--- src/rtl/min_width_shaper.sv ---
// Reshapes a 1-bit signal so every output level lasts at least MIN_WIDTH clks;
// short input pulses are queued and replayed. Optional macro: MIN_WIDTH_SHAPER_STRETCH_CNT_EN.
module min_width_shaper #(
  parameter int MIN_WIDTH   = 4,
  parameter int MAX_PENDING = 4
) (
  input  logic        clk,
  input  logic        rst,
  input  logic        inData,
  input  logic        clearOverflow,
  output logic        outData,
  output logic        busy,
  output logic        overflow
`ifdef MIN_WIDTH_SHAPER_STRETCH_CNT_EN
  ,
  output logic [15:0] stretchCount
`endif
);

  localparam int MW = (MIN_WIDTH < 1) ? 1 : MIN_WIDTH;
  localparam int MP = (MAX_PENDING < 1) ? 1 : MAX_PENDING;
  localparam int HW = (MW <= 1) ? 1 : $clog2(MW);
  localparam int PW = $clog2(MP + 1);

  typedef enum logic [1:0] {
    IDLE,
    HOLD,
    DRAIN
  } phase_t;

  logic          lastIn;
  logic [HW-1:0] holdCnt;
  logic [PW-1:0] pendCnt;
  logic [PW-1:0] pendNext;
  logic          inEdge;
  logic          toggle;
  logic          merge;
  phase_t        phase;

  assign inEdge = inData ^ lastIn;

  always_comb begin
    phase = IDLE;
    if (holdCnt != '0)      phase = HOLD;
    else if (pendCnt != '0) phase = DRAIN;
  end

  // A queued edge always fires once the hold expires; a fresh edge fires only from idle.
  assign toggle = (phase == DRAIN) || ((phase == IDLE) && inEdge);
  assign merge  = (pendCnt == PW'(MP)) && inEdge && !toggle;

  always_comb begin
    pendNext = pendCnt;
    if (merge)                pendNext = PW'(MP - 1);
    else if (inEdge && !toggle) pendNext = pendCnt + PW'(1);
    else if (!inEdge && toggle) pendNext = pendCnt - PW'(1);
  end

  always_ff @(posedge clk) begin
    if (rst) begin
      lastIn   <= 1'b0;
      outData  <= 1'b0;
      holdCnt  <= '0;
      pendCnt  <= '0;
      overflow <= 1'b0;
    end else begin
      lastIn  <= inData;
      pendCnt <= pendNext;
      if (toggle) begin
        outData <= ~outData;
        holdCnt <= HW'(MW - 1);
      end else if (holdCnt != '0) begin
        holdCnt <= holdCnt - HW'(1);
      end
      if (merge)              overflow <= 1'b1;
      else if (clearOverflow) overflow <= 1'b0;
    end
  end

  assign busy = (phase != IDLE);

`ifdef MIN_WIDTH_SHAPER_STRETCH_CNT_EN
  always_ff @(posedge clk) begin
    if (rst || clearOverflow) stretchCount <= '0;
    else if ((outData != lastIn) && (stretchCount != '1))
      stretchCount <= stretchCount + 16'd1;
  end
`endif

endmodule

--- config.mk ---
export PLATFORM = sky130hd
export DESIGN_NAME = min_width_shaper
export DESIGN_NICKNAME = d
export VERILOG_FILES = /design/src/rtl/min_width_shaper.sv
export SDC_FILE = /design/constraint.sdc
export NUM_CORES = 1
export LEC_CHECK = 0
export ABC_CLOCK_PERIOD_IN_PS = 4400
export CAP_MARGIN = 15
export CORE_AREA = 2 2 39 41
export CTS_BUF_LIST = sky130_fd_sc_hd__clkbuf_16
export DETAILED_ROUTE_END_ITERATION = 6
export DIE_AREA = 0 0 41 43
export DONT_BUFFER_PORTS = 1
export PLACE_DENSITY = 0.44
export SYNTH_ARGS = -nofsm -noshare
export SYNTH_HDL_FRONTEND = slang
export SYNTH_SLANG_ARGS = --single-unit
--- constraint.sdc ---
create_clock -name clk -period 4.4 [get_ports clk]
set_input_delay 1.1 -clock clk [delete_from_list [all_inputs] [get_ports clk]]
set_output_delay 1.1 -clock clk [all_outputs]
set_load 0.02 [all_outputs]
### Word level (Yosys, flattened, before mapping)

Cells that the tools add are included.

* register bits: 8
* bits of input ports: 4
* word-level logic and storage cells: 39

* add/sub/neg operators: 3
* equality and inequality tests: 2
* muxes and demuxes: 9
* bitwise logic cells: 2
* reductions and logical operators: 17

Operators with widths (count)
* $mux 2: 5
* $reduce_bool 2->1: 5
* $mux 3: 2
* $reduce_bool 3->1: 2
* $logic_and 1x1->1: 5
* $add 3x1->3 const B: 1
* $eq 3x3->1 const B: 1
* $sub 3x1->3 const B: 1
* $eq 2x2->1 const B: 1
* $logic_not 1->1: 2
* $logic_not 2->1: 1
* $mux 1: 2
* $reduce_or 2->1: 1
* $sub 2x1->2 const B: 1
* $logic_or 1x1->1: 1
* $not 1->1: 1
* $xor 1x1->1: 1

### Longest topological paths before layout

Gate-level depths: netlist of the first run.

* word-level depth: 10
* depth in mapped cells: 9
* depth with buffers taken out: 9

### Worst setup path after synthesis of the first run

No wires, ideal clock.

* kind: input port to flip-flop
* from: in inData
* to: reg pendCnt[2]
* setup time: 95 ps
* data arrival time: 2940 ps
* data required time: 4305 ps
* setup slack: 1365 ps
* stages on the path: 8
* buffers on the path: 0
* path through: xor2_2 > o41ai_4 > ha_1 > inv_1 > fa_1 > xor2_1 > or3_1 > a221oi_1

* word-level cells in the longest chain between the ends: 6
* elaborated cells between the ends (all ways): 12

RTL lines
* start, declared: line 9 `input logic inData,`
* $xor 1x1->1 (*): line 40 `assign inEdge = inData ^ lastIn;`
* $logic_and 1x1->1: line 49 `assign toggle = (phase == DRAIN) || ((phase == IDLE) && inEdge);`
* $logic_or 1x1->1: line 49
* $logic_not 1->1: line 50, 55
* $logic_and 1x1->1 (on tied branches): line 55, 50
* $mux 3 (tied with other cells): line 55 `else if (inEdge && !toggle) pendNext = pendCnt + PW'(1);`
* end signal, assigned: line 68 `pendCnt <= pendNext;`
* end, declared: line 33 `logic [PW-1:0] pendCnt;`

Mark *: on every way between the ends. The rest lies on a longest branch, timed or not.
A chain may end at the register's enable or synchronous reset.

### Final worst setup path of the first run

Ends and elaborated chain as after synthesis.

==> impl_metrics.py, run 1 <==
metrics = {
    "synthesis": {
        "synth_area_per_cell_um2": 9.95,
        "yosysUniqueCellTypes": 23,
        "synth_seq_area_share_pct": 35.8,
        "netlist_area_um2": 448,
        "ys_seq_elements": 8,
        "syn_nets": 53,
        "synthCells": 45,
        "yosysWarnings": 0,
    },
    "global_routing": {
        "grt_overflow": 0,
        "grt_pass1_vias": 349,
        "track_usage_pct": 13.6,
        "antenna_found_initial": 0,
        "grt_pass1_wl_mm": 1.49,
        "grt_max_degree": 9,
    },
    "timing": {
        "max_freq_ghz": 0.336,
        "rsz0062_at_grt": "no",
        "clock_skew_ns": 0.00146,
        "slew_headroom_pct": 73.1,
        "finalSetupTns_ns": 0,
        "finalCritPeriodShare_pct": 67.6,
        "final_max_slew_viol_count": 0,
        "worst_pin_slew_ns": 0.403,
        "min_period_ns": 2.98,
        "hold_viol": 0,
        "setup_viol": 0,
    },
    "setup_path": {
        "crit_family": "adder cells",
        "path_buf_inv": 1,
        "reg2reg_to": "pendCnt[2]$_SDFFE_PP0P_",
        "regToRegStartpoint": "lastIn$_SDFF_PP0_",
        "rrSetupSlack_ns": 1.93,
        "critPathSlowestCell": "fa_1",
        "critPathMaxFanout": 8,
        "worstSetupStartpoint": "inData",
        "cp-start-kind": "primary input",
        "cp_cell_sequence": "xor2_2 -> o41ai_4 -> ha_1 -> inv_1 -> fa_1 -> xor2_1 -> or3_1 -> a221oi_1",
        "cpPeakStageDelay_ns": 0.37,
        "crit_type": "primary input to flop",
        "worstSetupEndpointType": "flop",
        "endpoint": "pendCnt[2]$_SDFFE_PP0P_",
        "required_ns": 4.53,
        "rr_worst_depth": 8,
        "arrival_ns": 3.10,
        "critical_path_cell_count": 8,
    },
    "clock_tree": {
        "cts-root-buf": "clkbuf_16",
        "tritoncts": "yes",
        "cts_max_level": 1,
        "clkSinkCount": 8,
        "clock_path_buffers": 2,
        "cts_resized": 0,
        "post-cts-setup-buffers": 0,
        "insertion_delay_ns": 0.23,
        "tritoncts.num_buffers": 3,
        "ctsHoldBuffers": 0,
        "clk_pin_slew_ns": 0.04,
    },
    "route": {
        "wirelength_um": 776,
        "drt_iter0_drc": 3,
        "via_per_inst": 5.14,
        "ant_nets": 0,
        "wire_per_inst_um": 12.1,
        "drc": 0,
        "first_pass_iters": 2,
        "vias": 329,
    },
    "finish": {
        "final_cell_mix": "dfxtp_1 (8), inv_1 (5)",
        "num_antenna_cells": 0,
        "fillers": 138,
        "nets": 58,
        "area_growth_syn_to_layout_pct": 21.2,
        "drive_above_1_share_pct": 16.7,
        "fin_util_pct": 39.2,
        "final_common_cell": "dfxtp_1",
    },
    "power": {
        "cellPowerDensity_nw_per_um2": 792,
        "irDropWorstVdd_mv": 0.332,
        "seqPwrFrac_pct": 29.4,
        "p_leak_nw": 0.233,
        "swShare_pct": 32.8,
        "power_frac_comb_pct": 35.4,
        "switching_power_mw": 0.141,
        "internal_power_mw": 0.289,
        "p_clk_share_pct": 35.2,
        "total_power_mw": 0.430,
    },
    "placed_design": {
        "io_buffers": 0,
        "place_hpwl_um": 599,
        "place_congestion": 0.783,
    },
    "min_path": {
        "hold_class": "flop to flop",
        "min_delay_path_depth": 1,
    },
    "floorplan": {
        "start_util_pct": 32.4,
        "std_cell_rows": 14,
        "die_y_um": 43,
        "dieArea_um2": 1760,
        "ioPinCount": 7,
        "core-area_um2": 1380,
        "fp.dieW_um": 41,
    },
    "outcome": {
        "outcome": "finished, final reports clean",
    },
    "job": {
        "max_cap_violations": 0,
    },
}
-- synthesized netlist by cell type --
cell | number | area share, %
o21ai_1 | 1 | 1.1
inv_2 | 1 | 0.84
mux2i_1 | 1 | 2.2
nand2_1 | 2 | 1.7
inv_1 | 5 | 4.2
a221oi_1 | 1 | 2.0
dfxtp_1 | 8 | 36
xor2_2 | 1 | 3.6
nor3_1 | 3 | 3.4
or4b_4 | 1 | 3.1
xor2_1 | 1 | 2.0
fa_1 | 1 | 4.5
ha_1 | 3 | 8.4
o311a_1 | 1 | 2.2
o21ai_0 | 2 | 2.2
nor4b_1 | 1 | 2.0
o41ai_4 | 1 | 6.1
a21oi_1 | 3 | 3.4
nor2_1 | 3 | 2.5
or3_1 | 1 | 1.4
nand2b_1 | 1 | 1.4
mux2_4 | 1 | 3.4
nor2b_1 | 2 | 2.8
-- final cells by class --
class | instances | area [um2] | share of cell area [%]
flip-flops and latches | 8 | 160 | 29.5
multi-input cells | 31 | 265 | 48.8
inverters | 6 | 22.5 | 4.15
clock buffers | 3 | 75.1 | 13.8
well taps | 16 | 20.0 | 3.69
-- how the worst min path moves through the flow --
stage / start / to / slack (ns)
2_1_floorplan: holdCnt[1]$_SDFFE_PP0P_ / holdCnt[1]$_SDFFE_PP0P_ / 0.48
3_3_place_gp: holdCnt[1]$_SDFFE_PP0P_ / holdCnt[1]$_SDFFE_PP0P_ / 0.50
3_5_place_dp: holdCnt[1]$_SDFFE_PP0P_ / holdCnt[1]$_SDFFE_PP0P_ / 0.50
4_1_cts: holdCnt[1]$_SDFFE_PP0P_ / holdCnt[1]$_SDFFE_PP0P_ / 0.51
5_1_grt: holdCnt[1]$_SDFFE_PP0P_ / holdCnt[1]$_SDFFE_PP0P_ / 0.55
6_report: holdCnt[1]$_SDFFE_PP0P_ / holdCnt[1]$_SDFFE_PP0P_ / 0.51
-- power by group through the flow --
stage | clock network (mW) | logic [mW] | registers [mW]
6_report | 0.152 | 0.152 | 0.126
5_1_grt | 0.160 | 0.176 | 0.132
4_1_cts | 0.154 | 0.153 | 0.127
3_5_place_dp | 0 | 0.153 | 0.127
3_3_place_gp | 0 | 0.145 | 0.127
2_1_floorplan | 0 | 0.132 | 0.123
-- routing by layer --
metal	GRT usage, %	vias up	part of all wire, %
met2	18.4	9	46
met1	15.2	150	43
met4	12.0	0	5.2
met5	0	-	0
met3	5.76	5	6.4
li1	-	165	-
-- kinds of logic (layout without fill, tap and decap cells) --
| family | Yosys count | in the layout | synth area share (%) |
|---|---|---|---|
| adder cells (fa/ha/maj) | 4 | 4 | 12.9 |
| AND/OR/NAND/NOR | 14 | 14 | 18.2 |
| AO/OA/AOI/OAI | 9 | 9 | 17.0 |
| flip-flops | 8 | 8 | 35.8 |
| multiplexers | 2 | 2 | 5.59 |
| buffers and inverters | 6 | 9 | 5.03 |
| XOR/XNOR | 2 | 2 | 5.59 |
-- flip-flops by register name, indices dropped and copies added (netlist names) --
register,flops
overflow,1
pendCnt,3
outData,1
holdCnt,2
lastIn,1
-- stage by stage --
step	cells	hold slack [ns]	setup WS (ns)	instance area, um2
after floorplan	45	0.484	1.37	448
after global placement	61	0.496	1.26	468
after detailed placement	61	0.504	1.17	468
after CTS	64	0.512	1.40	543
after global routing	64	0.555	1.26	543
final	64	0.511	1.42	543
Note: power is estimated with default switching activity, not from simulation.
==> run 2: changes to the inputs <==
--- a/config.mk
+++ b/config.mk
@@ -5,7 +5,7 @@
 export SDC_FILE = /design/constraint.sdc
 export NUM_CORES = 1
 export LEC_CHECK = 0
-export ABC_CLOCK_PERIOD_IN_PS = 4400
+export ABC_CLOCK_PERIOD_IN_PS = 2900
 export CAP_MARGIN = 15
 export CORE_AREA = 2 2 39 41
 export CTS_BUF_LIST = sky130_fd_sc_hd__clkbuf_16
==> constraint.sdc (replaced) <==
create_clock -name clk -period 2.9 [get_ports clk]
set_input_delay 0.725 -clock clk [delete_from_list [all_inputs] [get_ports clk]]
set_output_delay 0.725 -clock clk [all_outputs]
set_load 0.02 [all_outputs]
==> run 2 against run 1 <==
Sequential share of layout area did not move. Hold slack improved by 0.014 ns. Die area is the same. Wire length shrank 1.2%. Core utilization unchanged. Critical endpoint unchanged. Largest power group is now the clock network. Highest routed layer unchanged.
==> impl_metrics.py, run 2 (synthesized netlist as in run 1, its figures left out) <==
metrics = {
    "finish": {
        "final_common_cell": "dfxtp_1",
        "seq_area_um2": 160,
        "fillers": 145,
        "top_regs": "pendCnt: 3 flops, holdCnt: 2 flops",
        "multi_input_area_um2": 265,
        "nets": 58,
        "area_growth_syn_to_layout_pct": 21.2,
        "drive_above_1_share_pct": 16.7,
        "final_cells": 64,
        "final_cell_mix": "dfxtp_1 (8), inv_1 (5)",
        "num_antenna_cells": 0,
        "fin_util_pct": 39.2,
        "largest_reg_flops": 3,
        "final_area_um2": 543,
        "largest-register": "pendCnt",
    },
    "timing": {
        "max_freq_ghz": 0.389,
        "finalCritPeriodShare_pct": 88.6,
        "setup_viol": 0,
        "slew_headroom_pct": 71.4,
        "rsz0062_at_grt": "no",
        "final_max_slew_viol_count": 0,
        "clock_skew_ns": 0.000891,
        "worst_pin_slew_ns": 0.429,
        "finalSetupTns_ns": 0,
        "timing.hold.ws_ns": 0.526,
        "hold_viol": 0,
        "min_period_ns": 2.57,
    },
    "clock_tree": {
        "cts_max_level": 1,
        "ctsHoldBuffers": 0,
        "post-cts-setup-buffers": 0,
        "clkSinkCount": 8,
        "insertion_delay_ns": 0.23,
        "tritoncts.num_buffers": 3,
        "clk_pin_slew_ns": 0.04,
        "tritoncts": "yes",
        "clock_path_buffers": 2,
        "cts-root-buf": "clkbuf_16",
        "cts_resized": 0,
    },
    "floorplan": {
        "die_y_um": 43,
        "core-area_um2": 1380,
        "std_cell_rows": 14,
        "ioPinCount": 7,
        "dieArea_um2": 1760,
        "start_util_pct": 32.4,
        "fp.dieW_um": 41,
    },
    "setup_path": {
        "critPathMaxFanout": 8,
        "crit_type": "primary input to flop",
        "cp-start-kind": "primary input",
        "required_ns": 3.03,
        "worstSetupEndpointType": "flop",
        "arrival_ns": 2.70,
    },
    "placed_design": {
        "placed_cells": 61,
        "io_buffers": 0,
        "place_congestion": 0.729,
        "placed_area_um2": 468,
        "place_hpwl_um": 616,
    },
    "power": {
        "cellPowerDensity_nw_per_um2": 1200,
        "p_leak_nw": 0.233,
        "irDropWorstVdd_mv": 0.496,
    },
    "route": {
        "drc": 0,
        "vias": 320,
        "wire_per_inst_um": 12.0,
        "ant_nets": 0,
        "wirelength_um": 767,
        "via_per_inst": 5.00,
        "drt_iter0_drc": 1,
        "first_pass_iters": 2,
    },
    "global_routing": {
        "grtUsageMet3_pct": 6.81,
        "grt_pass1_wl_mm": 1.35,
        "grt_max_degree": 9,
        "antenna_found_initial": 0,
        "grt.busiest_layer": "met2",
        "grt_use_met1_pct": 13.1,
        "grt_overflow": 0,
        "grt_pass1_vias": 328,
        "grtUsageMet2_pct": 17.2,
        "track_usage_pct": 12.1,
    },
    "min_path": {
        "hold_class": "flop to flop",
    },
    "job": {
        "max_cap_violations": 0,
    },
    "outcome": {
        "outcome": "finished, final reports clean",
    },
}
run 2: layout make-up:
class | count | share of cell area (%)
clock buffers | 3 | 13.8
inverters | 6 | 4.15
multi-input cells | 31 | 48.8
flip-flops and latches | 8 | 29.5
well taps | 16 | 3.69
run 2: metal layers:
metal	share of wire [%]	vias up
li1	-	164
met1	44	148
met2	48	6
met3	5.7	2
met4	2.2	0
met5	0	-
run 2: power by group:
part / switching [mW] / leakage [nW] / internal, mW
logic: 0.111 / 0.129 / 0.115
clock network: 0.0543 / 0.0370 / 0.178
registers: 0.0479 / 0.0663 / 0.145
run 2: worst max-delay path, stage by stage:
cell and delay, ns:
xor2_2 0.19, o41ai_4 0.28, ha_1 0.29, inv_1 0.07, fa_1 0.37, xor2_1 0.15
or3_1 0.30, a221oi_1 0.30
run 2: final timing paths:
check                                             start                      end  slack, ns  cells past startpoint
worst max-delay path                             inData  pendCnt[2]$_SDFFE_PP0P_       0.33                      8
worst min-delay path            holdCnt[1]$_SDFFE_PP0P_  holdCnt[1]$_SDFFE_PP0P_       0.53                      1
worst max register to register        lastIn$_SDFF_PP0_  pendCnt[2]$_SDFFE_PP0P_       0.46                      8
worst min register to register  holdCnt[1]$_SDFFE_PP0P_  holdCnt[1]$_SDFFE_PP0P_       0.53                      1
run 2: per-stage QoR:
step	worst slack [ns]	power, mW
2_1_floorplan	0.240	0.386
3_3_place_gp	0.123	0.414
3_5_place_dp	0.0688	0.425
4_1_cts	0.301	0.661
5_1_grt	0.192	0.708
6_report	0.330	0.652
